**config.mk**
```make
export PLATFORM = sky130hd
export DESIGN_NAME = ripple_counter_ctrl_flat
export DESIGN_NICKNAME = d
export VERILOG_FILES = /design/src/rtl/ripple_counter_ctrl_if.sv /design/src/rtl/ripple_counter_ctrl.sv /design/src/flat_wrapper.sv
export SDC_FILE = /design/constraint.sdc
export NUM_CORES = 1
export LEC_CHECK = 0
export CAP_MARGIN = 20
export CORE_MARGIN = 2
export CORE_UTILIZATION = 50
export CTS_BUF_LIST = sky130_fd_sc_hd__clkbuf_2
export DETAILED_ROUTE_END_ITERATION = 16
export GPL_ROUTABILITY_DRIVEN = 0
export PLACE_DENSITY = 0.85
export REMOVE_ABC_BUFFERS = 1
export SETUP_SLACK_MARGIN = 0.4
export SYNTH_ARGS = -nofsm -noshare
export SYNTH_HDL_FRONTEND = slang
export SYNTH_SLANG_ARGS = --single-unit
```
**constraint.sdc**
```tcl
create_clock -name clk -period 4.45 [get_ports clk]
set_input_delay 0.445 -clock clk [delete_from_list [all_inputs] [get_ports clk]]
set_output_delay 0.445 -clock clk [all_outputs]
set_load 0.02 [all_outputs]
```
**src/rtl/ripple_counter_ctrl_if.sv**
```systemverilog
// ripple_counter_ctrl_if: command handshake plus external ripple-counter lines.
//   cmd_valid/cmd_ready/cmd_op/cmd_n : command channel (valid/ready)
//   ctr_q                            : counter outputs back into the controller
//   ctr_clk/ctr_rst/ctr_j/ctr_k      : drive lines to the JK ripple counter
//   count_out/count_vld/done/err     : completion and sampled result
// master = environment side (command issuer and the counter itself),
// slave  = the controller.
interface ripple_counter_ctrl_if #(
  parameter int unsigned WIDTH = 3,
  parameter int unsigned NW    = 8
);
  logic             cmd_valid;
  logic             cmd_ready;
  logic [1:0]       cmd_op;
  logic [NW-1:0]    cmd_n;
  logic [WIDTH-1:0] ctr_q;
  logic             ctr_clk;
  logic             ctr_rst;
  logic [WIDTH-1:0] ctr_j;
  logic [WIDTH-1:0] ctr_k;
  logic [WIDTH-1:0] count_out;
  logic             count_vld;
  logic             done;
  logic             err;

  modport master (
    output cmd_valid, cmd_op, cmd_n, ctr_q,
    input  cmd_ready, ctr_clk, ctr_rst, ctr_j, ctr_k, count_out, count_vld, done, err
  );

  modport slave (
    input  cmd_valid, cmd_op, cmd_n, ctr_q,
    output cmd_ready, ctr_clk, ctr_rst, ctr_j, ctr_k, count_out, count_vld, done, err
  );
endinterface

```
**src/rtl/ripple_counter_ctrl.sv**
```systemverilog
// ripple_counter_ctrl: sequencer for an external JK ripple up-counter.
// Accepts COUNT/CLEAR/READ commands, pulses the counter clock, waits a
// ripple-settle window, then samples the counter into the clk domain.
// Ports:
//   clk  : system clock, rising edge
//   rst  : asynchronous, active-high reset (also forces ctr_rst high)
//   bus  : ripple_counter_ctrl_if.slave (command channel, counter lines, result)
// Build option: define RIPPLE_SHADOW_CHECK_EN to add a synchronous shadow
// count that is compared with every sample (sticky err flag); otherwise err=0.
module ripple_counter_ctrl #(
  parameter int unsigned WIDTH      = 3,
  parameter int unsigned NW         = 8,
  parameter int unsigned SETTLE_CYC = 4
) (
  input  logic                 clk,
  input  logic                 rst,
  ripple_counter_ctrl_if.slave bus
);
  localparam int unsigned TW       = 4;
  localparam logic [1:0]  OP_COUNT = 2'b00;
  localparam logic [1:0]  OP_CLEAR = 2'b01;

  typedef enum logic [2:0] {
    IDLE, CLEAR, PULSE_HI, PULSE_LO, SETTLE, SAMPLE, DONE
  } state_t;

  state_t           state_q, state_nx;
  logic [NW-1:0]    rem_q, rem_nx;
  logic [TW-1:0]    tmr_q, tmr_nx;
  logic             is_count_q, is_count_nx;
  logic             cmd_ready_q, cmd_ready_nx;
  logic             ctr_clk_q, ctr_clk_nx;
  logic             ctr_rst_q, ctr_rst_nx;
  logic             jk_q, jk_nx;
  logic             done_q, done_nx;
  logic [WIDTH-1:0] count_out_q, count_out_nx;

  // State register; outputs are registered from the next-state decode so
  // they line up with the state they describe.
  always_ff @(posedge clk or posedge rst) begin
    if (rst) begin
      state_q     <= IDLE;
      rem_q       <= '0;
      tmr_q       <= '0;
      is_count_q  <= 1'b0;
      cmd_ready_q <= 1'b1;
      ctr_clk_q   <= 1'b0;
      ctr_rst_q   <= 1'b1;
      jk_q        <= 1'b0;
      done_q      <= 1'b0;
      count_out_q <= '0;
    end else begin
      state_q     <= state_nx;
      rem_q       <= rem_nx;
      tmr_q       <= tmr_nx;
      is_count_q  <= is_count_nx;
      cmd_ready_q <= cmd_ready_nx;
      ctr_clk_q   <= ctr_clk_nx;
      ctr_rst_q   <= ctr_rst_nx;
      jk_q        <= jk_nx;
      done_q      <= done_nx;
      count_out_q <= count_out_nx;
    end
  end

  // Next-state and next-output decode.
  always_comb begin
    state_nx    = state_q;
    rem_nx      = rem_q;
    is_count_nx = is_count_q;

    case (state_q)
      IDLE: begin
        if (bus.cmd_valid) begin
          is_count_nx = (bus.cmd_op == OP_COUNT);
          rem_nx      = (bus.cmd_op == OP_COUNT) ? bus.cmd_n : '0;
          if (bus.cmd_op == OP_CLEAR)
            state_nx = CLEAR;
          else if (bus.cmd_op == OP_COUNT && bus.cmd_n != '0)
            state_nx = PULSE_HI;
          else
            state_nx = SAMPLE;   // READ, op 11, or COUNT of zero pulses
        end
      end
      CLEAR:    if (tmr_q == TW'(1)) state_nx = SETTLE;
      PULSE_HI: begin
        rem_nx   = rem_q - NW'(1);
        state_nx = PULSE_LO;
      end
      PULSE_LO: state_nx = SETTLE;
      SETTLE:   if (tmr_q == TW'(SETTLE_CYC - 1)) state_nx = SAMPLE;
      SAMPLE:   state_nx = (rem_q != '0) ? PULSE_HI : DONE;
      DONE:     state_nx = IDLE;
      default:  state_nx = IDLE;
    endcase

    // tmr counts cycles spent in the current state.
    tmr_nx = (state_nx != state_q) ? '0 : tmr_q + TW'(1);

    cmd_ready_nx = (state_nx == IDLE);
    ctr_clk_nx   = (state_nx == PULSE_HI);
    ctr_rst_nx   = (state_nx == CLEAR);
    jk_nx        = is_count_nx &&
                   (state_nx == PULSE_HI || state_nx == PULSE_LO || state_nx == SETTLE);
    done_nx      = (state_nx == DONE);
    // ctr_q is asynchronous but has been stable for the whole settle window.
    count_out_nx = (state_q == SAMPLE) ? bus.ctr_q : count_out_q;
  end

  assign bus.cmd_ready = cmd_ready_q;
  assign bus.ctr_clk   = ctr_clk_q;
  assign bus.ctr_rst   = ctr_rst_q;
  assign bus.ctr_j     = {WIDTH{jk_q}};
  assign bus.ctr_k     = {WIDTH{jk_q}};
  assign bus.done      = done_q;
  assign bus.count_vld = done_q;
  assign bus.count_out = count_out_q;

`ifdef RIPPLE_SHADOW_CHECK_EN
  logic [WIDTH-1:0] shadow_q;
  logic             err_q;

  // Shadow count mirrors every pulse; a sample mismatch sets err and resyncs.
  always_ff @(posedge clk or posedge rst) begin
    if (rst) begin
      shadow_q <= '0;
      err_q    <= 1'b0;
    end else begin
      if (state_q == IDLE && bus.cmd_valid && bus.cmd_op == OP_CLEAR)
        err_q <= 1'b0;
      if (state_q == PULSE_HI)
        shadow_q <= shadow_q + WIDTH'(1);
      else if (state_q == CLEAR)
        shadow_q <= '0;
      else if (state_q == SAMPLE && bus.ctr_q != shadow_q) begin
        err_q    <= 1'b1;
        shadow_q <= bus.ctr_q;
      end
    end
  end

  assign bus.err = err_q;
`else
  assign bus.err = 1'b0;
`endif
endmodule

```
**src/flat_wrapper.sv**
```systemverilog
// flat-port wrapper written by rule: the top's interface ports become plain ports
module ripple_counter_ctrl_flat 
#(
  parameter int unsigned WIDTH      = 3,
  parameter int unsigned NW         = 8,
  parameter int unsigned SETTLE_CYC = 4
)
  (clk, rst, bus_cmd_valid, bus_cmd_op, bus_cmd_n, bus_ctr_q, bus_cmd_ready, bus_ctr_clk, bus_ctr_rst, bus_ctr_j, bus_ctr_k, bus_count_out, bus_count_vld, bus_done, bus_err);
  ripple_counter_ctrl_if #(.WIDTH(WIDTH), .NW(NW)) bus_i ();
  input  logic clk;
  input  logic rst;
  input wire logic [$bits(bus_i.cmd_valid)-1:0] bus_cmd_valid;
  input wire logic [$bits(bus_i.cmd_op)-1:0] bus_cmd_op;
  input wire logic [$bits(bus_i.cmd_n)-1:0] bus_cmd_n;
  input wire logic [$bits(bus_i.ctr_q)-1:0] bus_ctr_q;
  output wire logic [$bits(bus_i.cmd_ready)-1:0] bus_cmd_ready;
  output wire logic [$bits(bus_i.ctr_clk)-1:0] bus_ctr_clk;
  output wire logic [$bits(bus_i.ctr_rst)-1:0] bus_ctr_rst;
  output wire logic [$bits(bus_i.ctr_j)-1:0] bus_ctr_j;
  output wire logic [$bits(bus_i.ctr_k)-1:0] bus_ctr_k;
  output wire logic [$bits(bus_i.count_out)-1:0] bus_count_out;
  output wire logic [$bits(bus_i.count_vld)-1:0] bus_count_vld;
  output wire logic [$bits(bus_i.done)-1:0] bus_done;
  output wire logic [$bits(bus_i.err)-1:0] bus_err;
  assign bus_i.cmd_valid = bus_cmd_valid;
  assign bus_i.cmd_op = bus_cmd_op;
  assign bus_i.cmd_n = bus_cmd_n;
  assign bus_i.ctr_q = bus_ctr_q;
  assign bus_cmd_ready = bus_i.cmd_ready;
  assign bus_ctr_clk = bus_i.ctr_clk;
  assign bus_ctr_rst = bus_i.ctr_rst;
  assign bus_ctr_j = bus_i.ctr_j;
  assign bus_ctr_k = bus_i.ctr_k;
  assign bus_count_out = bus_i.count_out;
  assign bus_count_vld = bus_i.count_vld;
  assign bus_done = bus_i.done;
  assign bus_err = bus_i.err;
  ripple_counter_ctrl #(.WIDTH(WIDTH), .NW(NW), .SETTLE_CYC(SETTLE_CYC)) u_core (.clk(clk), .rst(rst), .bus(bus_i));
endmodule
```
==> impl_results.md <==
- First-pass GRT wire length: about 4800 um
- Post-synth EDFFs: 0
- CP peak stage delay: roughly 0.51 ns
- Max H-tree Level: 1
- Bufs on Longest Clock Path: 2
- Avg Cell Area, Syn: 10.34 um2
- Syn Std Cell Area: around 1300 um2
- Later-pin clock latency in the skew report: between 0.3 and 0.4 ns
- Initial antenna violation count: 0
- WL/cell: between 15 and 20 um
- Outcome: completed
- Most frequent CP cell: nor4_1
- Rows: 18
- Async SR Flop Fraction: 100.0%
- Critical Path Sink Type: flip-flop
- Share of layout cells above drive strength 1: between 10% and 20%
- Worst vdd ir: roughly 0.00042 V
- Time the worst path needs with I/O delays and setup: about 2 ns
- Final Max Tran Viols: 0
- Antenna Nets Post-Route: 0
- Cts-stage hold buffer count: 0
- Commonest non-fill, non-tap cell in the layout: clkdlybuf4s50_1
- Max stage delay cell, worst path: a311o_1
- GRT overflow: 0
- Fraction of the cycle the final worst path needs: 45.74%
- Vias in the first global route: between 1,000 and 1,500
- Crit path kind: in2reg
- Pin count of the biggest net entering global routing: 25
- Worst EP required: 4.71 ns
- Worst hold path depth: 1
- Layout Skew: between 0.01 and 0.015 ns
- Unrepaired setup endpoints after global routing: no
- Dominant cell type by area after synthesis: dfrtp_1
- R2R depth: 5
- Post-CTS sizing: 0
- Die Width: about 56 um
- Power Density: 650.0 nW/um2
- Startpoint types: primary input
- IO Pins: 31
- Yosys warning total: 0
- Post-synth cell types: 46
- Post-synth top area share: 40.97%
- Most frequent cells in the layout: clkdlybuf4s50_1, dfrtp_1, nor2_1, o21ai_0
- Ant diodes: 0
- Via Count: ~1,100
- WP data arrival: between 2 and 2.5 ns
- Area contributors post-synth: dfrtp_1, buf_4, dfstp_2
- Crit-path cells: clkdlybuf4s50_1 -> nor4_1 -> a21boi_0 -> a311o_1 -> nor4_1
- Drt pass-1 iters: 4
- Worst-Margin Slew: 0.8552 ns
- CP max FO: 9
- GRT Util Overall: 19.55%
- Pleak: around 0.67 nW
- Die Y: about 56 um
- Number of CTS-inserted buffers: 3
- Layout area overhead: 20.30%
- Worst Hold Class: reg2reg
- Setup TNS Final: 0 ns
- Die area: between 3000 and 4000 um2
- Clk root buf: clkbuf_2
- Slew Limit Headroom: a little over two fifths
- CTS clock-pin slew for the worst setup and hold paths: about 0.22 ns
- Residual DRC count: 0
- Syn Inst Count: 130
- FF+latch count, synth: 24
- Final Hold Fails: 0
- Top FF cell, synth: dfrtp_1
- Post-place setup slack: ~2.1 ns
- HPWL after DPL: approximately 2200 um
- Sink Count: 24
- Final WL: approximately 2800 um
- Fmax: 491.3 MHz
- Vias per cell: around 6.0
- Nets: between 150 and 200
- Core Footprint: ~2500 um2
- Initial DRC count: 41
- Initial Util: 53.27%
- Final worst setup slack: about 2.4 ns
- Seq/Total Area, Yosys: 44.88%
- Final setup fails: 0
- Post-CTS Setup Repair Bufs: 0
- TritonCTS clock tree: done
- Final Power: 0.001051 W
- MaxCap Viol Count: 0
- IO Port Bufs: 29
## Yosys cell counts, types with 2 or more instances
cell type,number
nor4_1,6
a21oi_1,3
o21ai_0,7
nor2b_1,4
a32oi_1,2
nand2_1,6
dfstp_2,2
buf_6,2
o211ai_1,5
nor3b_1,2
nand3_1,4
mux2_2,3
buf_4,8
nor2_1,7
inv_1,6
clkbuf_1,2
ha_1,4
or3b_2,2
nand2b_1,3
nor3_1,4
buf_2,2
dfrtp_1,22
## path summary, 6_finish.rpt
kind	from	end	slack, ns
worst min-delay path	u_core.is_count_q	u_core.is_count_q	0.52
worst max-delay path	bus_cmd_n[5]	u_core.tmr_q[2]	2.41
worst min register to register	u_core.is_count_q	u_core.is_count_q	0.52
max in group asynchronous	rst	u_core.bus.count_out[1]	3.39
worst max register to register	u_core.state_q[1]	u_core.jk_q	2.45
min in group asynchronous	rst	u_core.jk_q	0.53
## routing by layer
| layer | global-route usage, % | up-vias | routed length, um |
|---|---|---|---|
| li1 | - | 504 | - |
| met1 | 24.81 | 508 | 1120 |
| met2 | 32.48 | 52 | 1385 |
| met5 | 0 | - | 0 |
| met3 | 5.349 | 7 | 227 |
| met4 | 6.122 | 0 | 38 |
## power breakdown
group          switching [W]  internal, W  leakage (nW)
Sequential         0.0000805     0.000308         0.307
Combinational       0.000280     0.000241         0.333
Clock              0.0000642    0.0000775        0.0266
Total               0.000424     0.000626         0.667
## through the flow
step | util, % | instances | cell area [um2] | hold slack, ns
2_1_floorplan | - | 116 | 1244 | 0.4581
3_3_place_gp | 62.30 | 175 | 1572 | 0.4876
3_5_place_dp | 62.30 | 175 | 1572 | 0.4827
4_1_cts | 64.09 | 179 | 1617 | 0.5294
5_1_grt | 64.09 | 179 | 1617 | 0.5521
6_report | 64.09 | 179 | 1617 | 0.5240
## kinds of logic (layout without fill, tap and decap cells)
kind of cell | after synthesis | in the layout | share of synthesized area [%]
simple gates | 45 | 45 | 20.95
compound gates | 31 | 31 | 17.23
flops | 24 | 24 | 44.88
buf+inv | 20 | 39 | 9.125
fa+ha+maj | 4 | 4 | 3.725
mux | 3 | 3 | 2.514
xor+xnor | 2 | 2 | 1.304
other cells | 1 | 1 | 0.2791
## final cells by class
cell class	instances	area, um2
clock buffers	3	15.01
multi-input cells	86	618.1
clock inverters	1	30.03
inverters	6	22.52
well taps	30	37.54
fillers	219	905.9
flip-flops and latches	24	603.1
repair buffers	29	290.3
## critical path: cells and delay by family
kind	cells	cell delay (ns)
compound gates	2	0.72
simple gates	2	0.69
buf+inv	1	0.43
## registers in the layout, indices dropped and copies added (netlist names)
register	count
u_core.jk_q	1
u_core.rem_q	8
u_core.bus.ctr_rst	1
u_core.bus.cmd_ready	1
u_core.is_count_q	1
u_core.state_q	3
u_core.bus.count_vld	1
u_core.tmr_q	4
u_core.bus.count_out	3
u_core.bus.ctr_clk	1
No activity file was read; power rests on OpenSTA's default activity.
